`src/rtl/ace_rle_loader_pkg.sv`:
```
// Shared types and constants for the Jupiter Ace .ACE snapshot loader.
package ace_loader_pkg;

    typedef enum logic [2:0] {
        IDLE,
        LIT,
        CNT,
        VAL,
        RUN,
        END
    } ace_state_e;

    localparam logic [15:0] ACE_BASE_ADDR = 16'h2000;
    localparam logic [7:0]  ACE_ESC       = 8'hED;

endpackage

```
`src/rtl/ace_rle_loader_if.sv`:
```
// hps_io ioctl byte-download bus. hps_io is the master, the loader the slave.
interface ace_rle_loader_if;

    logic       ioctl_download;
    logic [7:0] ioctl_index;
    logic       ioctl_wr;
    logic [7:0] ioctl_dout;
    logic       ioctl_wait;

    modport master (
        output ioctl_download,
        output ioctl_index,
        output ioctl_wr,
        output ioctl_dout,
        input  ioctl_wait
    );

    modport slave (
        input  ioctl_download,
        input  ioctl_index,
        input  ioctl_wr,
        input  ioctl_dout,
        output ioctl_wait
    );

endinterface

```
`src/rtl/ace_rle_loader_run_gen.sv`:
```
// Write engine: emits cnt consecutive writes of one value, advancing the
// address after each write and refusing to go past 0xFFFF.
// Optional ACE_LOADER_CHECKSUM_EN adds checksum/wr_count outputs.
module ace_rle_run_gen
    import ace_loader_pkg::*;
#(
    parameter logic [15:0] BASE_ADDR = ACE_BASE_ADDR
) (
    input  logic        clk_sys,
    input  logic        reset,
    input  logic        init,
    input  logic        start,
    input  logic [7:0]  start_cnt,
    input  logic [7:0]  start_val,
    output logic        busy,
    output logic        last,
    output logic        wr,
    output logic [15:0] addr,
    output logic [7:0]  data,
    output logic        ovf_evt
`ifdef ACE_LOADER_CHECKSUM_EN
    ,
    output logic [7:0]  checksum,
    output logic [15:0] wr_count
`endif
);

    logic [7:0]  cnt_q, cnt_d;
    logic [7:0]  val_q, val_d;
    logic [15:0] addr_q, addr_d;
    logic        full_q, full_d;

    assign busy    = (cnt_q != 8'd0);
    assign last    = (cnt_q == 8'd1);
    // Once 0xFFFF has been written, every further attempt is swallowed.
    assign wr      = busy && !full_q;
    assign ovf_evt = busy && full_q;
    assign addr    = addr_q;
    assign data    = val_q;

    // Next count/value/address; a start may land on the last write of the previous burst.
    always_comb begin
        cnt_d  = cnt_q;
        val_d  = val_q;
        addr_d = addr_q;
        full_d = full_q;
        if (busy) begin
            cnt_d = cnt_q - 8'd1;
            if (!full_q) begin
                if (addr_q == 16'hFFFF) begin
                    full_d = 1'b1;
                end else begin
                    addr_d = addr_q + 16'd1;
                end
            end
        end
        if (start) begin
            cnt_d = start_cnt;
            val_d = start_val;
        end
        if (init) begin
            cnt_d  = 8'd0;
            addr_d = BASE_ADDR;
            full_d = 1'b0;
        end
    end

    // Engine registers.
    always_ff @(posedge clk_sys) begin
        if (reset) begin
            cnt_q  <= 8'd0;
            val_q  <= 8'd0;
            addr_q <= BASE_ADDR;
            full_q <= 1'b0;
        end else begin
            cnt_q  <= cnt_d;
            val_q  <= val_d;
            addr_q <= addr_d;
            full_q <= full_d;
        end
    end

`ifdef ACE_LOADER_CHECKSUM_EN
    logic [7:0]  acc_q, acc_d;
    logic [15:0] num_q, num_d;

    // Outputs already include the write in progress, so they move with loader_wr.
    assign checksum = acc_q ^ (wr ? val_q : 8'h00);
    assign wr_count = num_q + {15'd0, wr};

    // Fold the current write into the running totals.
    always_comb begin
        acc_d = checksum;
        num_d = wr_count;
        if (init) begin
            acc_d = 8'h00;
            num_d = 16'd0;
        end
    end

    // Checksum registers.
    always_ff @(posedge clk_sys) begin
        if (reset) begin
            acc_q <= 8'h00;
            num_q <= 16'd0;
        end else begin
            acc_q <= acc_d;
            num_q <= num_d;
        end
    end
`endif

endmodule

```
`src/rtl/ace_rle_loader.sv`:
```
// Jupiter Ace .ACE snapshot loader: decodes the ED-escaped RLE byte stream
// from hps_io into sequential RAM writes starting at BASE_ADDR.
// Optional feature macro: ACE_LOADER_CHECKSUM_EN (adds checksum, wr_count).
module ace_rle_loader
    import ace_loader_pkg::*;
#(
    parameter logic [15:0] BASE_ADDR = ACE_BASE_ADDR,
    parameter logic [7:0]  ESC_BYTE  = ACE_ESC
) (
    input  logic            clk_sys,
    input  logic            reset,
    ace_rle_loader_if.slave ioctl,
    output logic [15:0]     loader_addr,
    output logic [7:0]      loader_data,
    output logic            loader_wr,
    output logic            loader_en,
    output logic            loader_reset,
    output logic            done,
    output logic            overflow
`ifdef ACE_LOADER_CHECKSUM_EN
    ,
    output logic [7:0]      checksum,
    output logic [15:0]     wr_count
`endif
);

    ace_state_e state_q, state_d;
    logic       dl_q;
    logic       en_q, en_d;
    logic       done_q, done_d;
    logic       ovf_q, ovf_d;
    logic [7:0] cnt_q, cnt_d;
    logic       end_pend_q, end_pend_d;

    logic       byte_ok, dl_rise, dl_fall, end_req, run_live;
    logic       gen_init, gen_start, gen_busy, gen_last, gen_ovf;
    logic [7:0] gen_cnt, gen_val;

    assign byte_ok = ioctl.ioctl_wr && (ioctl.ioctl_index != 8'd0);
    assign dl_rise = ioctl.ioctl_download && !dl_q && (ioctl.ioctl_index != 8'd0);
    assign dl_fall = dl_q && !ioctl.ioctl_download;
    // A download end is held off while a multi-write run still has writes left.
    assign end_req  = dl_fall || end_pend_q;
    assign run_live = gen_busy && !gen_last;

    assign ioctl.ioctl_wait = (state_q == RUN);
    assign loader_en        = en_q;
    assign loader_reset     = en_q;
    assign done             = done_q;
    assign overflow         = ovf_q;

    // Parse FSM: download start/end handling and byte classification.
    always_comb begin
        state_d    = state_q;
        en_d       = en_q;
        done_d     = done_q;
        ovf_d      = ovf_q;
        cnt_d      = cnt_q;
        end_pend_d = end_pend_q;
        gen_init   = 1'b0;
        gen_start  = 1'b0;
        gen_cnt    = 8'd1;
        gen_val    = ioctl.ioctl_dout;
        if (gen_ovf) begin
            ovf_d = 1'b1;
        end
        if (dl_rise) begin
            state_d    = LIT;
            en_d       = 1'b1;
            done_d     = 1'b0;
            ovf_d      = 1'b0;
            end_pend_d = 1'b0;
            gen_init   = 1'b1;
        end else if (end_req && !run_live) begin
            state_d    = IDLE;
            en_d       = 1'b0;
            end_pend_d = 1'b0;
        end else begin
            if (end_req) begin
                end_pend_d = 1'b1;
            end
            case (state_q)
                LIT: begin
                    if (byte_ok) begin
                        if (ioctl.ioctl_dout == ESC_BYTE) begin
                            state_d = CNT;
                        end else begin
                            gen_start = 1'b1;
                        end
                    end
                end
                CNT: begin
                    if (byte_ok) begin
                        if (ioctl.ioctl_dout == 8'd0) begin
                            state_d = END;
                            done_d  = 1'b1;
                        end else begin
                            cnt_d   = ioctl.ioctl_dout;
                            state_d = VAL;
                        end
                    end
                end
                VAL: begin
                    if (byte_ok) begin
                        gen_start = 1'b1;
                        gen_cnt   = cnt_q;
                        state_d   = RUN;
                    end
                end
                RUN: begin
                    // Bytes strobed here ignore ioctl_wait and are dropped.
                    if (gen_last) begin
                        state_d = LIT;
                    end
                end
                default: begin
                end
            endcase
        end
    end

    // FSM and control registers.
    always_ff @(posedge clk_sys) begin
        if (reset) begin
            state_q    <= IDLE;
            dl_q       <= 1'b0;
            en_q       <= 1'b0;
            done_q     <= 1'b0;
            ovf_q      <= 1'b0;
            cnt_q      <= 8'd0;
            end_pend_q <= 1'b0;
        end else begin
            state_q    <= state_d;
            dl_q       <= ioctl.ioctl_download;
            en_q       <= en_d;
            done_q     <= done_d;
            ovf_q      <= ovf_d;
            cnt_q      <= cnt_d;
            end_pend_q <= end_pend_d;
        end
    end

    ace_rle_run_gen #(
        .BASE_ADDR (BASE_ADDR)
    ) u_run_gen (
        .clk_sys   (clk_sys),
        .reset     (reset),
        .init      (gen_init),
        .start     (gen_start),
        .start_cnt (gen_cnt),
        .start_val (gen_val),
        .busy      (gen_busy),
        .last      (gen_last),
        .wr        (loader_wr),
        .addr      (loader_addr),
        .data      (loader_data),
        .ovf_evt   (gen_ovf)
`ifdef ACE_LOADER_CHECKSUM_EN
        ,
        .checksum  (checksum),
        .wr_count  (wr_count)
`endif
    );

endmodule
```
`src/flat_wrapper.sv`:
```
// flat-port wrapper written by rule: the top's interface ports become plain ports
module ace_rle_loader_flat import ace_loader_pkg::*;
#(
    parameter logic [15:0] BASE_ADDR = ACE_BASE_ADDR,
    parameter logic [7:0]  ESC_BYTE  = ACE_ESC
)
  (clk_sys, reset, loader_addr, loader_data, loader_wr, loader_en, loader_reset, done, overflow, ioctl_ioctl_download, ioctl_ioctl_index, ioctl_ioctl_wr, ioctl_ioctl_dout, ioctl_ioctl_wait);
  ace_rle_loader_if ioctl_i ();
  input  logic clk_sys;
  input  logic reset;
  output logic [15:0] loader_addr;
  output logic [7:0] loader_data;
  output logic loader_wr;
  output logic loader_en;
  output logic loader_reset;
  output logic done;
  output logic overflow;
  input wire logic [$bits(ioctl_i.ioctl_download)-1:0] ioctl_ioctl_download;
  input wire logic [$bits(ioctl_i.ioctl_index)-1:0] ioctl_ioctl_index;
  input wire logic [$bits(ioctl_i.ioctl_wr)-1:0] ioctl_ioctl_wr;
  input wire logic [$bits(ioctl_i.ioctl_dout)-1:0] ioctl_ioctl_dout;
  output wire logic [$bits(ioctl_i.ioctl_wait)-1:0] ioctl_ioctl_wait;
  assign ioctl_i.ioctl_download = ioctl_ioctl_download;
  assign ioctl_i.ioctl_index = ioctl_ioctl_index;
  assign ioctl_i.ioctl_wr = ioctl_ioctl_wr;
  assign ioctl_i.ioctl_dout = ioctl_ioctl_dout;
  assign ioctl_ioctl_wait = ioctl_i.ioctl_wait;
  ace_rle_loader #(.BASE_ADDR(BASE_ADDR), .ESC_BYTE(ESC_BYTE)) u_core (.clk_sys(clk_sys), .reset(reset), .ioctl(ioctl_i), .loader_addr(loader_addr), .loader_data(loader_data), .loader_wr(loader_wr), .loader_en(loader_en), .loader_reset(loader_reset), .done(done), .overflow(overflow));
endmodule
```
`config.mk`:
```
export PLATFORM = sky130hd
export DESIGN_NAME = ace_rle_loader_flat
export DESIGN_NICKNAME = d
export VERILOG_FILES = /design/src/rtl/ace_rle_loader_pkg.sv /design/src/rtl/ace_rle_loader_if.sv /design/src/rtl/ace_rle_loader_run_gen.sv /design/src/rtl/ace_rle_loader.sv /design/src/flat_wrapper.sv
export SDC_FILE = /design/constraint.sdc
export NUM_CORES = 1
export LEC_CHECK = 0
export ABC_AREA = 1
export ABC_CLOCK_PERIOD_IN_PS = 1700
export CORE_ASPECT_RATIO = 0.75
export CORE_MARGIN = 2
export CORE_UTILIZATION = 51
export DETAILED_ROUTE_END_ITERATION = 8
export GPL_TIMING_DRIVEN = 0
export HOLD_SLACK_MARGIN = 0.1
export PLACE_DENSITY = 0.79
export REMOVE_ABC_BUFFERS = 1
export SLEW_MARGIN = 30
export SYNTH_ARGS = -nofsm -noshare
export SYNTH_HDL_FRONTEND = slang
export SYNTH_SLANG_ARGS = --single-unit
```
`constraint.sdc`:
```
create_clock -name clk_sys -period 1.7 [get_ports clk_sys]
set_input_delay 0.51 -clock clk_sys [delete_from_list [all_inputs] [get_ports clk_sys]]
set_output_delay 0.51 -clock clk_sys [all_outputs]
set_load 0.1 [all_outputs]
```
# Word level (Yosys, flattened, before mapping)
# Cells that the tools add are included.
[totals] inputBits=20 ramBits=0 n_memories=0 regBits=49 latch_bits=0 mem_bits_ro=0
[op_classes] order_cmp=0 n_bitwise=5 n_mux=26 n_eq_ne=17 add_sub_neg=2 n_reduce_logical=29 div=0 n_mul=0 shift=0
[op_table] op="$mux 8" n=6
[op_table] op="$ne 4x1->1 const B" n=5
[op_table] op="$mux 3" n=6
[op_table] op="$add 16x1->16 const B" n=1
[op_table] op="$eq 16x16->1 const B" n=1
[op_table] op="$reduce_bool 8->1" n=2
[op_table] op="$mux 1" n=12
[op_table] op="$pmux 3 s4" n=1
[op_table] op="$reduce_and 6->1" n=2
[op_table] op="$ne 2x1->1 const B" n=5
[op_table] op="$eq 8x1->1 const B" n=1
[op_table] op="$eq 8x8->1 const B" n=1
[op_table] op="$logic_and 1x1->1" n=8
[op_table] op="$logic_not 8->1" n=1
[op_table] op="$sub 8x1->8 const B" n=1
[op_table] op="$eq 3x2->1 const B" n=2
[op_table] op="$reduce_bool 6->1" n=1
[op_table] op="$logic_not 1->1" n=5
[op_table] op="$not 1->1" n=5
[op_table] op="$reduce_and 5->1" n=1
[op_table] op="$reduce_and 4->1" n=1
[op_table] op="$reduce_bool 2->1" n=2
[op_table] op="$reduce_bool 4->1" n=1
[op_table] op="$reduce_or 2->1" n=2
[op_table] op="6 further kinds" n=6

# Logic depth before layout (Yosys ltp)
# Gate-level depths: netlist (run 1).
[depth] word_depth=8 ltp_mapped=12 depth_no_buf=11

# Hierarchy
# Synthesis (run 1) repeated with hierarchy kept, for this count alone.
[hier_totals] cells_unflattened=425 area_unflattened_um2=2841.5
[by_module_without_submodules] module="ace_rle_run_gen" cells_per_inst=262 instances=1 seq_area_each_um2=660.6 area_per_inst_um2=1814.2
[by_module_without_submodules] module="ace_rle_loader" cells_per_inst=163 instances=1 seq_area_each_um2=320.3 area_per_inst_um2=1027.2

# Least setup slack after synthesis (run 1)
# Ideal clock, no wire load.
[synth_path] path_kind="register to register" from="register u_core.state_q[0]" to="register u_core.state_q[0]" path_stages_with_launch=9 setup_slack_ns=-1.512 t_arrival_ns=3.099 path_buffers=0 setup_ns=0.113 t_required_ns=1.587 cell_sequence="dfxtp_1 > nor3_1 > nand2_1 > nand2_1 > nand3_1 > nand2_1 > nand2_1 > nand2_1 > nor2_1"
[synth_via] elab_chain_len=4
[synth_rtl] item="start, declared" line_no="ace_rle_loader.sv:27" source="ace_state_e state_q, state_d;"
[synth_rtl] item="start signal, assigned" line_no="ace_rle_loader.sv:133" source="state_q <= state_d;"
[synth_rtl] item="$eq 3x3->1 *"
[synth_rtl] item="named net ioctl_ioctl_wait" line_no="flat_wrapper.sv:22" source="output wire logic [$bits(ioctl_i.ioctl_wait)-1:0] ioctl_ioctl_wait;"
[synth_rtl] item="$pmux 3 s4" line_no="ace_rle_loader.sv:82" source="case (state_q)"
[synth_rtl] item="$mux 1" line_no="ace_rle_loader.sv:74" source="end else if (end_req && !run_live) begin"
[synth_rtl] item="$mux 1" line_no="ace_rle_loader.sv:67" source="if (dl_rise) begin"
# Mark *: on every way through the listed nets, which the timed path passes. The rest lies on a longest branch.
# A chain may end at the register's enable or synchronous reset.

# Worst setup path after layout (run 1)
[layout_path] from="register u_core.u_run_gen.cnt_q[1]" to="output port loader_wr"
[layout_via] elab_chain_len=2
[layout_rtl] item="start, declared" line_no="ace_rle_loader_run_gen.sv:28" source="logic [7:0] cnt_q, cnt_d;"
[layout_rtl] item="start signal, assigned" line_no="ace_rle_loader_run_gen.sv:76" source="cnt_q <= cnt_d;"
[layout_rtl] item="$reduce_bool 8->1" line_no="ace_rle_loader_run_gen.sv:33" source="assign busy = (cnt_q != 8'd0);"
[layout_rtl] item="$logic_and 1x1->1" line_no="ace_rle_loader_run_gen.sv:36" source="assign wr = busy && !full_q;"
[layout_rtl] item="end, declared" line_no="flat_wrapper.sv:13" source="output logic loader_wr;"
# Every way passes these cells.

==> reports/summary.json, run 1 <==
{
  "final_layout": {
    "most_frequent_standard_cell_in_the_layout_excluding_fill_and_tap_cells": "sky130_fd_sc_hd__nand2_1",
    "fraction_of_layout_instances_using_a_drive_strength_above_1_pct": 30.3,
    "area_delta_synth_final_pct": 37.9,
    "final_net_count": 485,
    "num_antenna_cells": 0,
    "most_frequent_cells_in_the_layout": "79 x sky130_fd_sc_hd__nand2_1, 70 x sky130_fd_sc_hd__nor2_1, 41 x sky130_fd_sc_hd__dfxtp_1",
    "stdcell_count": 522
  },
  "route": {
    "detailroute.via_count": 2734,
    "antenna_left": 0,
    "aggregate_routed_wire_length_um": 7170,
    "detailedRoute.firstIterationViolations": 159,
    "route.detailed.wl_per_inst_um": 13.7,
    "drc_errors": 0,
    "drtPass1Iterations": 5,
    "vias_per_cell": 5.24
  },
  "die": {
    "die_w_um": 86.1,
    "fp.dieH_um": 65.6,
    "rows": 22,
    "placeableCoreArea_um2": 4870,
    "initial_utilization_pct": 53.0,
    "ios": 50,
    "die-area_um2": 5650
  },
  "timing": {
    "period_share_pct": 106,
    "worst_clock_skew_ns": 0.00548,
    "setup_repair_after_global_routing_missed_its_margin": "true",
    "maxClockFrequency_mhz": 557,
    "worstMarginPinSlew_ns": 0.493,
    "worst_slack_ns": -0.0960,
    "pins_over_slew_limit": 0,
    "hold_violations": 0,
    "relSlewSlack_pct": 67.4,
    "setup_viol_count_final": 1,
    "final.min_clock_period_ns": 1.80
  },
  "grt": {
    "antenna_found_initial": 0,
    "first_global_vias": 2351,
    "grtUsageTotal_pct": 23.7,
    "wire_length_of_the_first_global_routing_pass_um": 10700,
    "pin_count_of_the_biggest_net_entering_global_routing": 18,
    "grt_overflow": 0
  },
  "placement": {
    "placement.io_buffers": 49,
    "final_hpwl_from_detailed_placement_um": 4290,
    "numPlacedInstances": 484,
    "pre_cts_ws_ns": -1.16,
    "finalWeightedCongestion": 0.819
  },
  "clocking": {
    "clock_edge_transition_at_the_registers_on_the_reported_setup_and_hold_paths_ns": 0.09,
    "clock-sinks": 49,
    "cts_tree": "built",
    "clk_buf_depth": 2,
    "htreeDepth": 2,
    "cts_root_buf": "sky130_fd_sc_hd__clkbuf_8",
    "clock_insertion_delay_worst_skew_ns": 0.30,
    "num_cts_buffers": 5
  },
  "setup_path": {
    "path_max_fanout": 4,
    "critPathCaptureType": "primary output",
    "startpoint_of_the_most_critical_register_to_register_path": "u_core.u_run_gen.cnt_q[1]$_SDFFE_PP0P_",
    "reg2reg_slack_ns": 0.05,
    "cp_data_required_time_ns": 1.19,
    "critical_path.startpoint": "u_core.u_run_gen.cnt_q[1]$_SDFFE_PP0P_",
    "rr_endpoint": "u_core.u_run_gen.cnt_q[3]$_SDFFE_PP0P_",
    "timing.reg2reg.worst_path_depth": 11,
    "crit_type": "flip-flop to primary output",
    "startpoint_type": "flip-flop",
    "cp.arrival_ns": 1.29,
    "last_element_of_the_critical_path": "loader_wr"
  },
  "pwr": {
    "cellInternalPower_mw": 2.84,
    "switching_share_pct": 49.9,
    "power.leakage_nw": 1.55,
    "switching_power_total_mw": 2.83,
    "total_power_mw": 5.67,
    "cellPowerDensity_nw_per_um2": 1590,
    "ir_worst_vdd_v": 0.000773,
    "power_frac_comb_pct": 61.4,
    "clockPowerShare_pct": 12.1,
    "power.share.sequential_pct": 26.6
  },
  "synthesis": {
    "synth.top_cells.by_area": "sky130_fd_sc_hd__dfxtp_1 38%, sky130_fd_sc_hd__nand2_1 13%, sky130_fd_sc_hd__nor2_1 12%, sky130_fd_sc_hd__a21oi_1 5.2%, sky130_fd_sc_hd__inv_1 4.2%",
    "synthesis.instances": 384,
    "post-synth-top-area-cell": "sky130_fd_sc_hd__dfxtp_1",
    "synth_largest_type_area_fraction_pct": 38.0,
    "syn-mean-instance-area_um2": 6.72,
    "sequential_to_total_area_share_from_yosys_stat_pct": 38.0,
    "number_of_storage_elements_in_the_synthesis_netlist": 49,
    "synth.yosys.warnings": 0,
    "synth_cell_type_count": 30,
    "netlist_area_um2": 2580
  },
  "status": {
    "violations": "setup timing",
    "run_status": "finished with violations"
  },
  "min_path": {
    "hp-class": "flip-flop to flip-flop"
  },
  "job": {
    "max-cap-violations": 0
  }
}
worst min-delay path by stage:
stage                                 startpoint                           end  slack, ns  depth (start not counted)
global route            u_core.done$_SDFFE_PP0P_      u_core.done$_SDFFE_PP0P_       0.48                          2
floorplan           u_core.cnt_q[1]$_SDFFE_PP0P_  u_core.cnt_q[1]$_SDFFE_PP0P_       0.46                          2
finish                  u_core.done$_SDFFE_PP0P_      u_core.done$_SDFFE_PP0P_       0.46                          2
CTS                     u_core.done$_SDFFE_PP0P_      u_core.done$_SDFFE_PP0P_       0.46                          2
detailed placement      u_core.done$_SDFFE_PP0P_      u_core.done$_SDFFE_PP0P_       0.44                          2
global placement        u_core.done$_SDFFE_PP0P_      u_core.done$_SDFFE_PP0P_       0.44                          2
critical path, cell delays in order (launching register included):
cell and delay [ns]:
sky130_fd_sc_hd__dfxtp_2 0.37, sky130_fd_sc_hd__inv_4 0.05, sky130_fd_sc_hd__ha_4 0.16, sky130_fd_sc_hd__nand2_4 0.06
sky130_fd_sc_hd__nor2_4 0.05, sky130_fd_sc_hd__nor2_4 0.11, sky130_fd_sc_hd__buf_12 0.18
power by group through the flow:
stage	combinational [mW]	sequential [mW]	clock (mW)
2_1_floorplan	1.59	1.85	0
5_1_grt	3.71	1.52	0.740
6_report	3.48	1.50	0.683
4_1_cts	3.01	1.46	0.694
3_3_place_gp	2.43	1.47	0
3_5_place_dp	2.49	1.48	0
stage by stage:
step / hold slack (ns) / util, % / setup TNS [ns] / cell area (µm²)
detailed placement: 0.442 / 63.0 / -41.40 / 3070
finish: 0.455 / 73.0 / -0.0960 / 3560
CTS: 0.456 / 68.0 / -0.130 / 3310
global placement: 0.441 / 63.0 / -41.02 / 3070
global route: 0.480 / 73.0 / -0.656 / 3560
floorplan: 0.455 / - / -19.82 / 2510
cell families after synthesis:
kind of cell,synth area share [%]
compound gates,14.2
flops,38.0
fa+ha+maj,1.94
buf+inv,8.24
xor+xnor,2.38
simple gates,35.3
Yosys cell counts, drive strengths merged:
cell	n
o21bai	1
nand3b	1
xnor2	4
ha	4
nor3	4
buf	9
o21a	1
o21ai	34
nor2	92
nor3b	3
dfxtp	49
nand4	4
inv	37
nand3	12
nand2	96
a21oi	30
xor2	3
layer usage:
layer	share of wire, %	track usage (%)	vias to the layer above
met1	45	33.6	1266
met4	1.4	2.98	0
met5	0	0	-
met2	48	38.5	79
met3	5.6	4.77	13
li1	-	-	1376
what timing repair did:
action,CTS,global route
pin swaps,22,27
setup endpoints to repair,75,55
buffers inserted,18,9
hold buffers,0,0
gates cloned,2,1
gates resized for setup,206,65
registers in the layout, indices dropped and copies added, names as in the netlist, 3 cells and up:
signal	count
u_core.state_q	3
u_core.u_run_gen.cnt_q	8
u_core.cnt_q	8
u_core.u_run_gen.addr	16
u_core.u_run_gen.data	8
final cells by class:
type	instances	area [µm²]
multi-input combinational	292	1650
fill	386	1310
sequential	49	996
timing repair buffer	76	606
inverter	37	151
clock buffer	7	76.3
tap	60	75.1
clock inverter	1	7.51
Note: power is estimated with default switching activity, not from simulation.
==> run 2, diff against run 1 <==
--- a/config.mk
+++ b/config.mk
@@ -15,6 +15,7 @@
 export HOLD_SLACK_MARGIN = 0.1
 export PLACE_DENSITY = 0.79
 export REMOVE_ABC_BUFFERS = 1
+export SETUP_SLACK_MARGIN = 0.3
 export SLEW_MARGIN = 30
 export SYNTH_ARGS = -nofsm -noshare
 export SYNTH_HDL_FRONTEND = slang
==> reports/summary.json, run 2 <==
{
  "clocking": {
    "htreeDepth": {"value": 2, "change": "unchanged"},
    "clk_buf_depth": {"value": 2, "change": "unchanged"},
    "num_cts_buffers": {"value": 5, "change": "unchanged"},
    "clock-sinks": {"value": 49, "change": "unchanged"},
    "cts_root_buf": {"value": "sky130_fd_sc_hd__clkbuf_8", "change": "unchanged"}
  },
  "die": {
    "initial_utilization": {"value": 53.0, "unit": "%", "change": "unchanged"},
    "ios": {"value": 50, "change": "unchanged"},
    "die_w": {"value": 86.1, "unit": "µm", "change": "unchanged"},
    "fp.dieH": {"value": 65.6, "unit": "µm", "change": "unchanged"},
    "rows": {"value": 22, "change": "unchanged"}
  },
  "placement": {
    "final_hpwl_from_detailed_placement": {"value": 4290, "unit": "µm", "change": "unchanged"},
    "placement.io_buffers": {"value": 49, "change": "unchanged"},
    "placed_area": {"value": 3070, "unit": "µm²", "change": "unchanged"},
    "finalWeightedCongestion": {"value": 0.819, "change": "unchanged"},
    "pre_cts_ws": {"value": -1.16, "unit": "ns", "change": "unchanged"}
  },
  "status": {
    "run_status": {"value": "stopped before the end", "change": "was finished with violations"},
    "flow.first_error": "[ERROR DPL-0038] Utilization greater than 100%, impossible to legalize",
    "failing_step": "5_1_grt"
  },
  "synthesis": {
    "dominantRegCellSynth": {"value": "sky130_fd_sc_hd__dfxtp_1", "change": "unchanged"},
    "post-synth-top-area-cell": {"value": "sky130_fd_sc_hd__dfxtp_1", "change": "unchanged"},
    "synth.most_common_cell": {"value": "sky130_fd_sc_hd__nand2_1", "change": "unchanged"},
    "netlist_top_cells_count": {"value": "87 x sky130_fd_sc_hd__nand2_1, 84 x sky130_fd_sc_hd__nor2_1, 49 x sky130_fd_sc_hd__dfxtp_1", "change": "unchanged"},
    "synthesis.instances": {"value": 384, "change": "unchanged"},
    "synth_cell_type_count": {"value": 30, "change": "unchanged"},
    "synth_largest_type_area_fraction": {"value": 38.0, "unit": "%", "change": "unchanged"},
    "async_flop_share": {"value": 0, "unit": "%", "change": "unchanged"},
    "sequential_to_total_area_share_from_yosys_stat": {"value": 38.0, "unit": "%", "change": "unchanged"},
    "synth.top_cells.by_area": {"value": "sky130_fd_sc_hd__dfxtp_1 38%, sky130_fd_sc_hd__nand2_1 13%, sky130_fd_sc_hd__nor2_1 12%, sky130_fd_sc_hd__a21oi_1 5.2%, sky130_fd_sc_hd__inv_1 4.2%", "change": "unchanged"},
    "synth.yosys.warnings": {"value": 0, "change": "unchanged"},
    "syn-mean-instance-area": {"value": 6.72, "unit": "µm²", "change": "unchanged"},
    "number_of_storage_elements_in_the_synthesis_netlist": {"value": 49, "change": "unchanged"},
    "netlist_area": {"value": 2580, "unit": "µm²", "change": "unchanged"},
    "number_of_synthesized_flops_with_an_enable_pin": {"value": 0, "change": "unchanged"}
  },
  "timing": {
    "worstEpCategory": "register input",
    "crit_endpoint": "u_core.u_run_gen.addr[5]$_SDFFE_PP0P_/D"
  },
  "grt": {
    "pin_count_of_the_biggest_net_entering_global_routing": 18
  }
}
==> run 2: cell counts after synthesis <==
Identical to the previous run, type by type.
==> run 2: timing repair <==
action                                  4_1_cts
gates cloned                                  5
endpoints found under the setup margin       78
hold buffers                                  0
buffers inserted                             46
resized for setup                           471
pin swaps                                    40
==> run 2: logic make-up after synthesis <==
| group | count (synthesis) | synth area share (%) |
|---|---|---|
| AND/OR/NAND/NOR | 212 | 35.3 |
| adder cells (fa/ha/maj) | 4 | 1.94 |
| AO/OA/AOI/OAI | 66 | 14.2 |
| buffers and inverters | 46 | 8.24 |
| XOR/XNOR | 7 | 2.38 |
| flip-flops | 49 | 38.0 |
==> run 2: per-stage QoR <==
stage	TNS, ns	std cells
global placement	-41.02	484
detailed placement	-41.40	484
CTS	-0.189	543
floorplan	-19.82	375
==> run 3, diff against run 2 <==
--- a/config.mk
+++ b/config.mk
@@ -7,15 +7,12 @@
 export LEC_CHECK = 0
 export ABC_AREA = 1
 export ABC_CLOCK_PERIOD_IN_PS = 1700
-export CORE_ASPECT_RATIO = 0.75
 export CORE_MARGIN = 2
-export CORE_UTILIZATION = 51
+export CORE_UTILIZATION = 36
 export DETAILED_ROUTE_END_ITERATION = 8
 export GPL_TIMING_DRIVEN = 0
-export HOLD_SLACK_MARGIN = 0.1
-export PLACE_DENSITY = 0.79
+export PLACE_DENSITY_LB_ADDON = 0.15
 export REMOVE_ABC_BUFFERS = 1
-export SETUP_SLACK_MARGIN = 0.3
 export SLEW_MARGIN = 30
 export SYNTH_ARGS = -nofsm -noshare
 export SYNTH_HDL_FRONTEND = slang
==> reports/summary.json, run 3 (synthesis gave the netlist of run 1 again) <==
{
  "clocking": {
    "htreeDepth": {"value": 2, "change": "unchanged"},
    "clk_buf_depth": {"value": 2, "change": "unchanged"},
    "cts_tree": "built",
    "num_cts_buffers": {"value": 5, "change": "unchanged"},
    "cts_root_buf": {"value": "sky130_fd_sc_hd__clkbuf_8", "change": "unchanged"},
    "clock_edge_transition_at_the_registers_on_the_reported_setup_and_hold_paths_ns": 0.09,
    "clock-sinks": {"value": 49, "change": "unchanged"},
    "ctsHoldBuffers": {"value": 0, "change": "unchanged"},
    "clock_insertion_delay_worst_skew_ns": 0.30
  },
  "setup_path": {
    "critPathCaptureType": "primary output",
    "cp_data_required_time_ns": 1.19,
    "critical_path.startpoint": "u_core.u_run_gen.cnt_q[0]$_SDFFE_PP0P_",
    "cp.arrival_ns": 1.27,
    "path_max_fanout": 2,
    "startpoint_type": "flip-flop",
    "crit_type": "flip-flop to primary output",
    "startpoint_of_the_most_critical_register_to_register_path": "u_core.u_run_gen.cnt_q[0]$_SDFFE_PP0P_"
  },
  "route": {
    "drc_errors": 0,
    "drtPass1Iterations": 4,
    "detailedRoute.firstIterationViolations": 105,
    "vias_per_cell": 4.76,
    "route.detailed.wl_per_inst_um": 12.2,
    "antenna_left": 0,
    "aggregate_routed_wire_length_um": 6870,
    "detailroute.via_count": 2675
  },
  "final_layout": {
    "area_delta_synth_final_pct": 43.0,
    "multi_input_logic_area_um2": 1680,
    "final_core_util_pct": 53.7,
    "largest_register_ff_count": 16,
    "final_net_count": 489,
    "final.fill_count": 670,
    "fraction_of_layout_instances_using_a_drive_strength_above_1_pct": 32.8,
    "most_frequent_standard_cell_in_the_layout_excluding_fill_and_tap_cells": "sky130_fd_sc_hd__nand2_1",
    "stdcell_area_um2": 3690,
    "num_antenna_cells": 0,
    "register_area_um2": 991,
    "most_frequent_cells_in_the_layout": "79 x sky130_fd_sc_hd__nand2_1, 70 x sky130_fd_sc_hd__nor2_1, 43 x sky130_fd_sc_hd__dfxtp_1"
  },
  "grt": {
    "pin_count_of_the_biggest_net_entering_global_routing": 18,
    "grt_overflow": 0,
    "wire_length_of_the_first_global_routing_pass_um": 10700,
    "grtUsageTotal_pct": 17.1,
    "first_global_vias": 2332,
    "antenna_found_initial": 0
  },
  "placement": {
    "pre_cts_ws": {"value": -1.20, "unit": "ns", "change": "was -1.16 ns"},
    "final_hpwl_from_detailed_placement": {"value": 4280, "unit": "µm", "change": "was 4290 µm"},
    "placement.io_buffers": {"value": 49, "change": "unchanged"},
    "placed_area": {"value": 3120, "unit": "µm²", "change": "was 3070 µm²"},
    "finalWeightedCongestion": {"value": 0.751, "change": "was 0.819"}
  },
  "die": {
    "placeableCoreArea_um2": 6870,
    "fp.dieH": {"value": 88.7, "unit": "µm", "change": "was 65.6 µm"},
    "die_w": {"value": 88.7, "unit": "µm", "change": "was 86.1 µm"},
    "ios": {"value": 50, "change": "unchanged"},
    "rows": {"value": 30, "change": "was 22"},
    "die-area_um2": 7860,
    "initial_utilization": {"value": 37.6, "unit": "%", "change": "was 53.0%"}
  },
  "min_path": {
    "hp-class": "flip-flop to flip-flop",
    "hold_start": "u_core.u_run_gen.addr[0]$_SDFFE_PP0P_"
  },
  "timing": {
    "worstMarginPinSlew_ns": 0.533,
    "hold_violations": 0,
    "maxClockFrequency_mhz": 560,
    "final.min_clock_period_ns": 1.78,
    "pins_over_slew_limit": 0,
    "relSlewSlack_pct": 64.4,
    "worst_slack_ns": -0.0850,
    "worst_clock_skew_ns": 0.00452,
    "period_share_pct": 105,
    "setup_repair_after_global_routing_missed_its_margin": "true",
    "setup_viol_count_final": 1,
    "hold-worst-slack_ns": 0.459
  },
  "pwr": {
    "power.leakage_nw": 1.65,
    "ir_worst_vdd_v": 0.000714,
    "cellPowerDensity_nw_per_um2": 1530
  },
  "job": {
    "max-cap-violations": 0
  },
  "status": {
    "violations": "setup timing",
    "run_status": {"value": "finished with violations", "change": "was stopped before the end"}
  }
}
## run 3: layout make-up
| class | count | area share [%] |
|---|---|---|
| clock buffers | 6 | 1.97 |
| clock inverters | 2 | 0.271 |
| inverters | 37 | 4.10 |
| multi-input cells | 293 | 45.5 |
| flip-flops and latches | 49 | 26.9 |
| well taps | 96 | 3.26 |
| repair buffers | 79 | 18.0 |
## run 3: repair_timing
item	4_1_cts	5_1_grt
endpoints found under the hold margin	0	0
gates resized for setup	205	67
endpoints found under the setup margin	73	59
pin swaps	18	37
cloned	2	2
setup buffers	21	10
## run 3: routing by layer
layer	vias up	share of wire (%)	global-route usage (%)	routed length [µm]
li1	1379	-	-	-
met1	1237	47	22.3	3250
met2	53	47	28.8	3240
met3	6	4.3	3.54	295
met4	0	1.2	4.82	85
met5	-	0	0	0
## run 3: final timing paths
kind | endpoint | slack, ns | cells past startpoint
worst max-delay path | loader_wr | -0.08 | 6
worst min register to register | u_core.u_run_gen.addr[0]$_SDFFE_PP0P_ | 0.46 | 1
worst min-delay path | u_core.u_run_gen.addr[0]$_SDFFE_PP0P_ | 0.46 | 1
worst max register to register | u_core.u_run_gen.data[2]$_SDFFE_PP0P_ | 0.06 | 11
## run 3: through the flow
| step | instances | TNS, ns | power (mW) |
|---|---|---|---|
| floorplan | 375 | -19.82 | 3.44 |
| global placement | 520 | -40.64 | 3.94 |
| detailed placement | 520 | -42.56 | 3.96 |
| CTS | 551 | -0.113 | 5.31 |
| finish | 562 | -0.0850 | 5.65 |
| global route | 562 | -0.245 | 6.03 |
## run 3: worst max-delay path, cell delays in order (launching register included)
cell and delay, ns:
sky130_fd_sc_hd__dfxtp_2 0.36, sky130_fd_sc_hd__inv_2 0.05, sky130_fd_sc_hd__ha_4 0.16, sky130_fd_sc_hd__nand2_4 0.06, sky130_fd_sc_hd__nor2_4 0.04, sky130_fd_sc_hd__nor2_4 0.12, sky130_fd_sc_hd__buf_12 0.18
## run 3: power breakdown
part | switching, mW | total, mW | internal (mW)
clock network | 0.402 | 0.688 | 0.287
logic | 2.19 | 3.48 | 1.29
registers | 0.159 | 1.49 | 1.33
